[src/rtl/xrv_mult_iter.sv]
// Iterative RV32M-style multiplier (MUL/MULH/MULHSU/MULHU) over one DW x DW primitive,
// with a one-entry product cache so a repeated op on identical operands returns in one cycle.
module xrv_mult_iter #(
  parameter int XLEN     = 32,
  parameter int DW       = 16,
  parameter bit REUSE_EN = 1'b1
) (
  input  logic            clk,
  input  logic            rstb,
  input  logic [XLEN-1:0] a,
  input  logic [XLEN-1:0] b,
  input  logic [2:0]      mult_type,
  input  logic            valid,
  output logic            ready,
  input  logic            flush,
  output logic [XLEN-1:0] result,
  output logic            result_valid
);

  localparam int N  = XLEN / DW;
  localparam int IW = (N > 1) ? $clog2(N) : 1;
  localparam int KW = $clog2(N * N + 1);
  localparam logic [KW-1:0] LAST_FULL = KW'(N * N - 1);
  localparam logic [KW-1:0] LAST_MUL  = KW'(N * (N + 1) / 2 - 1);

  typedef enum logic [1:0] {IDLE, CALC, FIX, DONE} state_t;
  typedef enum logic [1:0] {OP_MUL, OP_MULH, OP_MULHSU, OP_MULHU} op_t;

  state_t state, state_nxt;

  logic [XLEN-1:0]   a_q, b_q;
  op_t               op_q;
  logic              neg_q;
  logic [2*XLEN-1:0] acc;
  logic [KW-1:0]     k;
  logic [IW-1:0]     i_idx, j_idx, i_nxt, j_nxt;

  logic [XLEN-1:0]   ca, cb;
  op_t               cop;
  logic [2*XLEN-1:0] cprod;
  logic              cache_vld;
  logic [XLEN-1:0]   result_q;

  op_t               op_in;
  logic              sa_in, sb_in, neg_in, hit, calc_last, pair_wrap;
  logic [XLEN-1:0]   am, bm, hit_res;
  logic [DW-1:0]     a_c, b_c;
  logic [2*DW-1:0]   cp;
  logic [2*XLEN-1:0] pp, prod;
  logic              unused_type_msb;

  assign unused_type_msb = mult_type[2];

  // Request decode and cache lookup
  always_comb begin
    op_in   = op_t'(mult_type[1:0]);
    sa_in   = (op_in == OP_MULH) || (op_in == OP_MULHSU);
    sb_in   = (op_in == OP_MULH);
    neg_in  = (sa_in & a[XLEN-1]) ^ (sb_in & b[XLEN-1]);
    hit     = REUSE_EN && cache_vld && (a == ca) && (b == cb) &&
              ((op_in == cop) || ((op_in == OP_MUL) && (cop != OP_MUL)));
    hit_res = (op_in == OP_MUL) ? cprod[XLEN-1:0] : cprod[2*XLEN-1:XLEN];
  end

  // Magnitudes are derived from the raw registered operands so the cache can hold raw a/b
  always_comb begin
    am = ((op_q == OP_MULH || op_q == OP_MULHSU) && a_q[XLEN-1]) ? -a_q : a_q;
    bm = ((op_q == OP_MULH) && b_q[XLEN-1]) ? -b_q : b_q;
    a_c = am[int'(i_idx)*DW +: DW];
    b_c = bm[int'(j_idx)*DW +: DW];
    cp  = (2*DW)'(a_c) * (2*DW)'(b_c);
    pp  = (2*XLEN)'(cp) << (DW * (int'(i_idx) + int'(j_idx)));
    prod = neg_q ? -acc : acc;
  end

  // MUL only walks pairs with i+j < N; those above cannot reach the low word
  always_comb begin
    pair_wrap = (op_q == OP_MUL) ? (int'(i_idx) + int'(j_idx) + 1 >= N)
                                 : (int'(j_idx) + 1 >= N);
    i_nxt = i_idx;
    j_nxt = j_idx + IW'(1);
    if (pair_wrap) begin
      i_nxt = i_idx + IW'(1);
      j_nxt = '0;
    end
    calc_last = (k == ((op_q == OP_MUL) ? LAST_MUL : LAST_FULL));
  end

  always_ff @(posedge clk or negedge rstb) begin
    if (!rstb) state <= IDLE;
    else       state <= state_nxt;
  end

  always_comb begin
    state_nxt = state;
    if (flush) begin
      state_nxt = IDLE;
    end else begin
      case (state)
        IDLE, DONE: state_nxt = valid ? (hit ? DONE : CALC) : IDLE;
        CALC:       state_nxt = calc_last ? FIX : CALC;
        FIX:        state_nxt = DONE;
        default:    state_nxt = IDLE;
      endcase
    end
  end

  always_comb begin
    ready        = (state == IDLE) || (state == DONE);
    result_valid = (state == DONE);
    result       = result_q;
  end

  always_ff @(posedge clk or negedge rstb) begin
    if (!rstb) begin
      a_q       <= '0;
      b_q       <= '0;
      op_q      <= OP_MUL;
      neg_q     <= 1'b0;
      acc       <= '0;
      k         <= '0;
      i_idx     <= '0;
      j_idx     <= '0;
      ca        <= '0;
      cb        <= '0;
      cop       <= OP_MUL;
      cprod     <= '0;
      cache_vld <= 1'b0;
      result_q  <= '0;
    end else if (flush) begin
      cache_vld <= 1'b0;
    end else begin
      case (state)
        IDLE, DONE: begin
          if (valid) begin
            a_q   <= a;
            b_q   <= b;
            op_q  <= op_in;
            neg_q <= neg_in;
            if (hit) begin
              result_q <= hit_res;
            end else begin
              acc   <= '0;
              k     <= '0;
              i_idx <= '0;
              j_idx <= '0;
            end
          end
        end
        CALC: begin
          acc   <= acc + pp;
          k     <= k + KW'(1);
          i_idx <= i_nxt;
          j_idx <= j_nxt;
        end
        FIX: begin
          result_q  <= (op_q == OP_MUL) ? prod[XLEN-1:0] : prod[2*XLEN-1:XLEN];
          ca        <= a_q;
          cb        <= b_q;
          cop       <= op_q;
          cprod     <= prod;
          cache_vld <= 1'b1;
        end
        default: ;
      endcase
    end
  end

endmodule
[config.mk]
export PLATFORM = sky130hd
export DESIGN_NAME = xrv_mult_iter
export DESIGN_NICKNAME = d
export VERILOG_FILES = /design/src/rtl/xrv_mult_iter.sv
export SDC_FILE = /design/constraint.sdc
export NUM_CORES = 2
export LEC_CHECK = 0
export CORE_MARGIN = 5
export CORE_UTILIZATION = 57
export CTS_CLUSTER_DIAMETER = 30
export CTS_CLUSTER_SIZE = 24
export DETAILED_ROUTE_END_ITERATION = 10
export GPL_TIMING_DRIVEN = 0
export PLACE_DENSITY = 0.78
export SETUP_SLACK_MARGIN = 0.3
export SLEW_MARGIN = 20
export SYNTH_ARGS = -nofsm -noshare
export SYNTH_HDL_FRONTEND = slang
export SYNTH_SLANG_ARGS = --single-unit
export TNS_END_PERCENT = 10
[constraint.sdc]
create_clock -name clk -period 9.6 [get_ports clk]
set_input_delay 1.92 -clock clk [delete_from_list [all_inputs] [get_ports clk]]
set_output_delay 1.92 -clock clk [all_outputs]
set_load 0.03 [all_outputs]
## Word-level counts from Yosys, hierarchy flattened

Cells that the tools add are included.

| cells by class | value |
|---|---|
| $add $sub $neg | 10 |
| $mul | 1 |
| divide/modulo/power cells | 0 |
| $lt $le $gt $ge | 2 |
| equal/unequal tests | 15 |
| shift-type cells | 3 |
| multiplexer cells | 29 |
| bitwise logic cells | 4 |
| reductions and logical operators | 23 |

Operator list:

| cell | number |
|---|---|
| $mux W32 | 6 |
| $mux W64 | 3 |
| $pmux W64 S2 | 1 |
| $add A64 B64 Y64 | 1 |
| $eq A32 B32 Y1 | 2 |
| $neg A32 Y32 | 2 |
| $neg A64 Y64 | 1 |
| $pmux W32 S2 | 1 |
| $shiftx A32 B6 Y16 | 2 |
| $shl A32 B32 Y64 | 1 |
| $mul A16 B16 Y32 | 1 |
| $eq A2 B2 Y1 const B | 4 |
| $mux W1 | 8 |
| $mux W2 | 4 |
| $ne A2 B2 Y1 const B | 4 |
| $reduce_and A4 Y1 | 2 |
| $reduce_bool A2 Y1 | 4 |
| $eq A2 B1 Y1 const B | 3 |
| $logic_and A1 B1 Y1 | 6 |
| $logic_not A2 Y1 | 3 |
| $mux W3 | 2 |
| $pmux W2 S3 | 1 |
| $pmux W3 S2 | 1 |
| $reduce_and A5 Y1 | 1 |
| 17 further kinds | 23 |

| word-level totals | value |
|---|---|
| bits in registers | 301 |
| bits in latches | 0 |
| bits in writable memories | 0 |
| ROM bits | 0 |
| input bits | 71 |
| output and inout bits | 34 |
| word-level logic and storage cells | 102 |
| memories | 0 |

## Depth between registers and ports, before layout

| logic depth | value |
|---|---|
| word-level depth | 9 |
| gate-level depth with buffers | 46 |

## Worst setup path before layout

OpenSTA, ideal clock, no wires.

| path | value |
|---|---|
| kind | register -> register |
| from | reg b_q[2] |
| to | reg acc[63] |
| data arrival time | 10.456 ns |
| required time | 9.534 ns |
| setup slack | -0.922 ns |
| cell stages (with the launch flop) | 45 |
| path buffers | 2 |
| period minus slack after synthesis | 10.522 ns |
| cells stage by stage | dfrtp_1 -> or4_1 -> nor4_2 -> nand2_1 -> o41ai_1 -> nand2_1 -> a21oi_1 -> xor2_1 -> a21oi_1 -> clkbuf_1 -> nand2_1 -> fa_1 -> inv_1 -> fa_1 -> inv_1 -> fa_1 -> inv_1 -> fa_1 -> (+9 left out) -> a31oi_1 -> o21bai_1 -> a21oi_1 -> xor2_1 -> mux2_2 -> nor2_1 -> ha_1 -> clkbuf_1 -> nand2_1 -> nor4_1 -> nand2_1 -> a21boi_0 -> nand3b_1 -> o21ai_0 -> a311oi_1 -> o211ai_1 -> a211o_1 -> nand2_1 |

| between the ends | value |
|---|---|
| word-level cells in the longest chain between the ends | 7 |

Ends and longest elaborated chain:

| what | RTL line | source |
|---|---|---|
| from (decl) | 31 | `logic [XLEN-1:0] a_q, b_q;` |
| from (signal assigned) | 117 | `b_q <= '0;` |
| from (signal assigned) | 137 | `b_q <= b;` |
| $neg A32 Y32 | 68 | `bm = ((op_q == OP_MULH) && b_q[XLEN-1]) ? -b_q : b_q;` |
| $mux W32 * | 68 |  |
| $shiftx A32 B6 Y16 * | 70 | `b_c = bm[int'(j_idx)*DW +: DW];` |
| $mul A16 B16 Y32 * | 71 | `cp = (2*DW)'(a_c) * (2*DW)'(b_c);` |
| $shl A32 B32 Y64 * | 72 | `pp = (2*XLEN)'(cp) << (DW * (int'(i_idx) + int'(j_idx)));` |
| $add A64 B64 Y64 * | 151 | `acc <= acc + pp;` |
| $pmux W64 S2 * | 133 | `case (state)` |
| to (signal assigned) | 151 |  |
| to (decl) | 34 | `logic [2*XLEN-1:0] acc;` |

Mark *: on every way between the ends. The rest lies on a longest branch, timed or not.
A chain may end at the register's enable or synchronous reset.

## Final worst setup path

| path | value |
|---|---|
| from | reg a_q[3] |
| to | reg acc[63] |

| between the ends | value |
|---|---|
| word-level cells in the longest chain between the ends | 7 |

Ends and longest elaborated chain:

| what | RTL line | source |
|---|---|---|
| from (decl) | 31 |  |
| from (signal assigned) | 116 | `a_q <= '0;` |
| from (signal assigned) | 136 | `a_q <= a;` |
| $neg A32 Y32 | 67 | `am = ((op_q == OP_MULH \|\| op_q == OP_MULHSU) && a_q[XLEN-1]) ? -a_q : a_q;` |
| $mux W32 * | 67 |  |
| $shiftx A32 B6 Y16 * | 69 | `a_c = am[int'(i_idx)*DW +: DW];` |
| $mul A16 B16 Y32 * | 71 |  |
| $shl A32 B32 Y64 * | 72 |  |
| $add A64 B64 Y64 * | 151 |  |
| $pmux W64 S2 * | 133 |  |

Marked as above.

==> parameters.txt <==
Parameter                              Value

Layout
  Number of diodes added for antenna fixing    0
  Final Cell Area    34,530 um2
  Most common cell after layout, fill and taps aside    nand2_1
  Commonest non-fill, non-tap cells in the layout    nand2_1, inv_1, dfrtp_1
  Share of cells above drive strength 1    0.1634
  Area taken by multi-input logic gates    20,570 um2
  Fill cells    3,737
  Nets@finish    3,921
  Area of all sequential standard cells    7546 um2
  Layout-stage area growth over the synthesis result    20.98%
  End-of-flow core utilization    0.6924

Timing
  Minimum period implied by the final worst setup slack    10,760 ps
  Slew Viols, Final    0
  Ratio of final minimum period to clock period    1.121
  Max-slew headroom at the worst pin    0.3122
  Max Clock Freq    92.91 MHz
  Final Skew    25.31 ps
  Unrepaired setup endpoints after global routing    true
  Final TNS setup    -33,610 ps
  Final Setup Violations    45
  Final hold viol count    0
  Final worst slack    -1163 ps
  Transition time at the pin with the least slew margin    1032 ps

Run status
  Failing checks    setup timing
  Result of the run    finished with violations

Clock network
  CTS tree    yes
  CTS root buf    clkbuf_16
  Hold-fix buffers, CTS    0
  Clk sinks    301
  TritonCTS Buffers    59
  Post-CTS clock slew at the launch and capture registers of the worst setup and hold paths    60 ps
  Deepest level of the CTS H-tree    2
  Clock buffer depth    3
  Insertion delay of the later-clocked pin in the worst-skew pair    630 ps

Synthesis
  Portion of the post-synthesis area used by sequential elements    0.2639
  Synth top area share    0.2639
  Synth Area per Inst    8.795 um2
  Async set or reset register ratio after synthesis    1.000
  Unique masters post-synth    80
  Cell type with the highest aggregate area in the netlist    dfrtp_1
  Post-synthesis sequential element count    301
  Number of instances in the synthesized netlist    3,245
  Count of yosys warnings during synthesis    0
  EDFF count, synth    0
  Dominant register cell in the synthesized netlist    dfrtp_1
  Net count after synthesis    3,691
  Largest cells by area after synthesis    dfrtp_1, fa_1, ha_1, nand2_1, mux2_2
  Post-Synthesis Cell Area    28,540 um2

Setup path
  Critical path endpoint category    flip-flop
  Critical path class    flip-flop to flip-flop
  Slowest-stage cell, CP    fa_2
  Cell seen most often among critical-path stages    fa_1
  Crit path launch type    flip-flop
  WP data required    10,150 ps
  Largest incremental delay on the critical path    600 ps
  Maximum fanout count along the critical path    6
  Arrival time of the worst setup path    11,310 ps

Place
  HPWL Detailed    71,800 um
  Port Buffers    103
  Routability-driven placement congestion ratio    1.046
  Worst slack at placement    -2595 ps
  Post-detailed-placement cell area    30,760 um2

Detailed routing
  Violation count after the first detailed-routing iteration    2,773
  Final routed wirelength across all metal layers    96,540 um
  Routed WL per cell    23.00 um
  Post-DRT Antenna Nets    0
  Count of TritonRoute iterations in the first routing pass    7
  Total via count after detailed routing    25,975
  Drt via density    6.187
  Detailed-route DRC error count    0

Global route
  Residual overflow from global routing    0
  Vias in the first global route    25,975
  Antenna violations before repair    1
  Wire length of the first global-routing pass    149,300 um
  Aggregate global-route resource usage    0.3497
  Largest net degree at the start of global routing    100

Floorplan
  # rows    82
  Starting Density    0.5723
  Die Width    233.8 um
  Floorplan Core Area    49,860 um2
  Die Y    233.8 um
  DIE AREA    54,640 um2
  Total I/O pin count    105

Hold path
  Worst min path class    flip-flop to flip-flop

Run
  Number of max-cap violations    0
==> cell type report <==
class                           instances  area share
Tap cell                              672     0.02435
Timing Repair Buffer                  169     0.04613
Clock buffer                           75     0.04595
Buffer                                143     0.01960
Sequential cell                       301      0.2186
Multi-Input combinational cell       2489      0.5958
Inverter                              312     0.03392
Clock inverter                         37     0.01565
==> repair_timing <==
| action | 4_1_cts | 5_1_grt |
|---|---|---|
| resized for setup | 204 | 95 |
| setup buffers | 45 | 17 |
| gates cloned | 1 | 0 |
| setup endpoints to repair | 51 | 50 |
| pin swaps | 60 | 37 |
==> state kept, by name, indices dropped and copies added, names as in the netlist, 3 cells and up <==
register	count
result	32
ca	32
acc	64
cprod	64
a_q	32
cb	32
b_q	32
k	3
==> worst max-delay path, delay by kind of cell (launching register included) <==
kind | cells | cell delay [ps]
adder cells (fa/ha/maj) | 8 | 3530
AND/OR/NAND/NOR | 13 | 2670
AO/OA/AOI/OAI | 14 | 2670
buffers and inverters | 7 | 800
flip-flops | 1 | 410
multiplexers | 1 | 290
XOR/XNOR | 2 | 270
==> routing by layer <==
| metal | up-vias | wire (um) | GRT usage |
|---|---|---|---|
| met3 | 369 | 8588 | 0.07071 |
| li1 | 11495 | - | - |
| met4 | 2 | 6322 | 0.1894 |
| met1 | 12661 | 36960 | 0.4457 |
| met2 | 1448 | 44660 | 0.5637 |
| met5 | - | 13 | 0 |
==> Yosys cell counts (18+ instances only) <==
master,instances
a21oi_1,168
dfrtp_1,301
ha_1,180
o21ai_0,238
nor4_1,19
xnor2_1,92
mux2i_1,62
mux2_2,127
nand2_1,394
o22ai_1,19
and2_1,52
inv_1,311
buf_1,18
fa_1,195
xor2_1,160
o31ai_1,33
clkbuf_1,118
nor2b_1,47
a21o_1,65
nand2b_1,22
nor3_1,30
a31oi_1,23
nand3_1,83
o21bai_1,21
nand4_1,18
or3_1,21
nor2_1,216
==> per-stage QoR <==
step	instances	hold slack (ps)
2_1_floorplan	3245	434.5
3_3_place_gp	4020	458.2
3_5_place_dp	4023	461.4
4_1_cts	4181	474.6
5_1_grt	4198	495.9
6_report	4198	478.3
==> final timing paths <==
path / from / to / slack (ps) / cells after the start
setup / recovery: a_q[3]$_DFFE_PN0P_ / acc[63]$_DFFE_PN0P_ / -1160 / 45
hold / removal: cprod[35]$_DFFE_PN0P_ / cprod[35]$_DFFE_PN0P_ / 480 / 2
setup reg to reg: a_q[3]$_DFFE_PN0P_ / acc[63]$_DFFE_PN0P_ / -1160 / 45
hold reg to reg: cprod[35]$_DFFE_PN0P_ / cprod[35]$_DFFE_PN0P_ / 480 / 2
max in group asynchronous: rstb / acc[43]$_DFFE_PN0P_ / 7240 / 3
min in group asynchronous: rstb / a_q[13]$_DFFE_PN0P_ / 1120 / 1
==> kinds of logic after synthesis <==
group / count (synthesis) / share of synthesized area
fa+ha+maj: 375 / 0.2157
compound gates: 704 / 0.1522
flops: 301 / 0.2639
buf+inv: 455 / 0.06015
simple gates: 968 / 0.1584
xor+xnor: 252 / 0.07734
mux: 190 / 0.07225
Power is left out: the tool's default activity adds up to more than one toggle a clock period on the data nets, which glitch-free logic cannot reach.
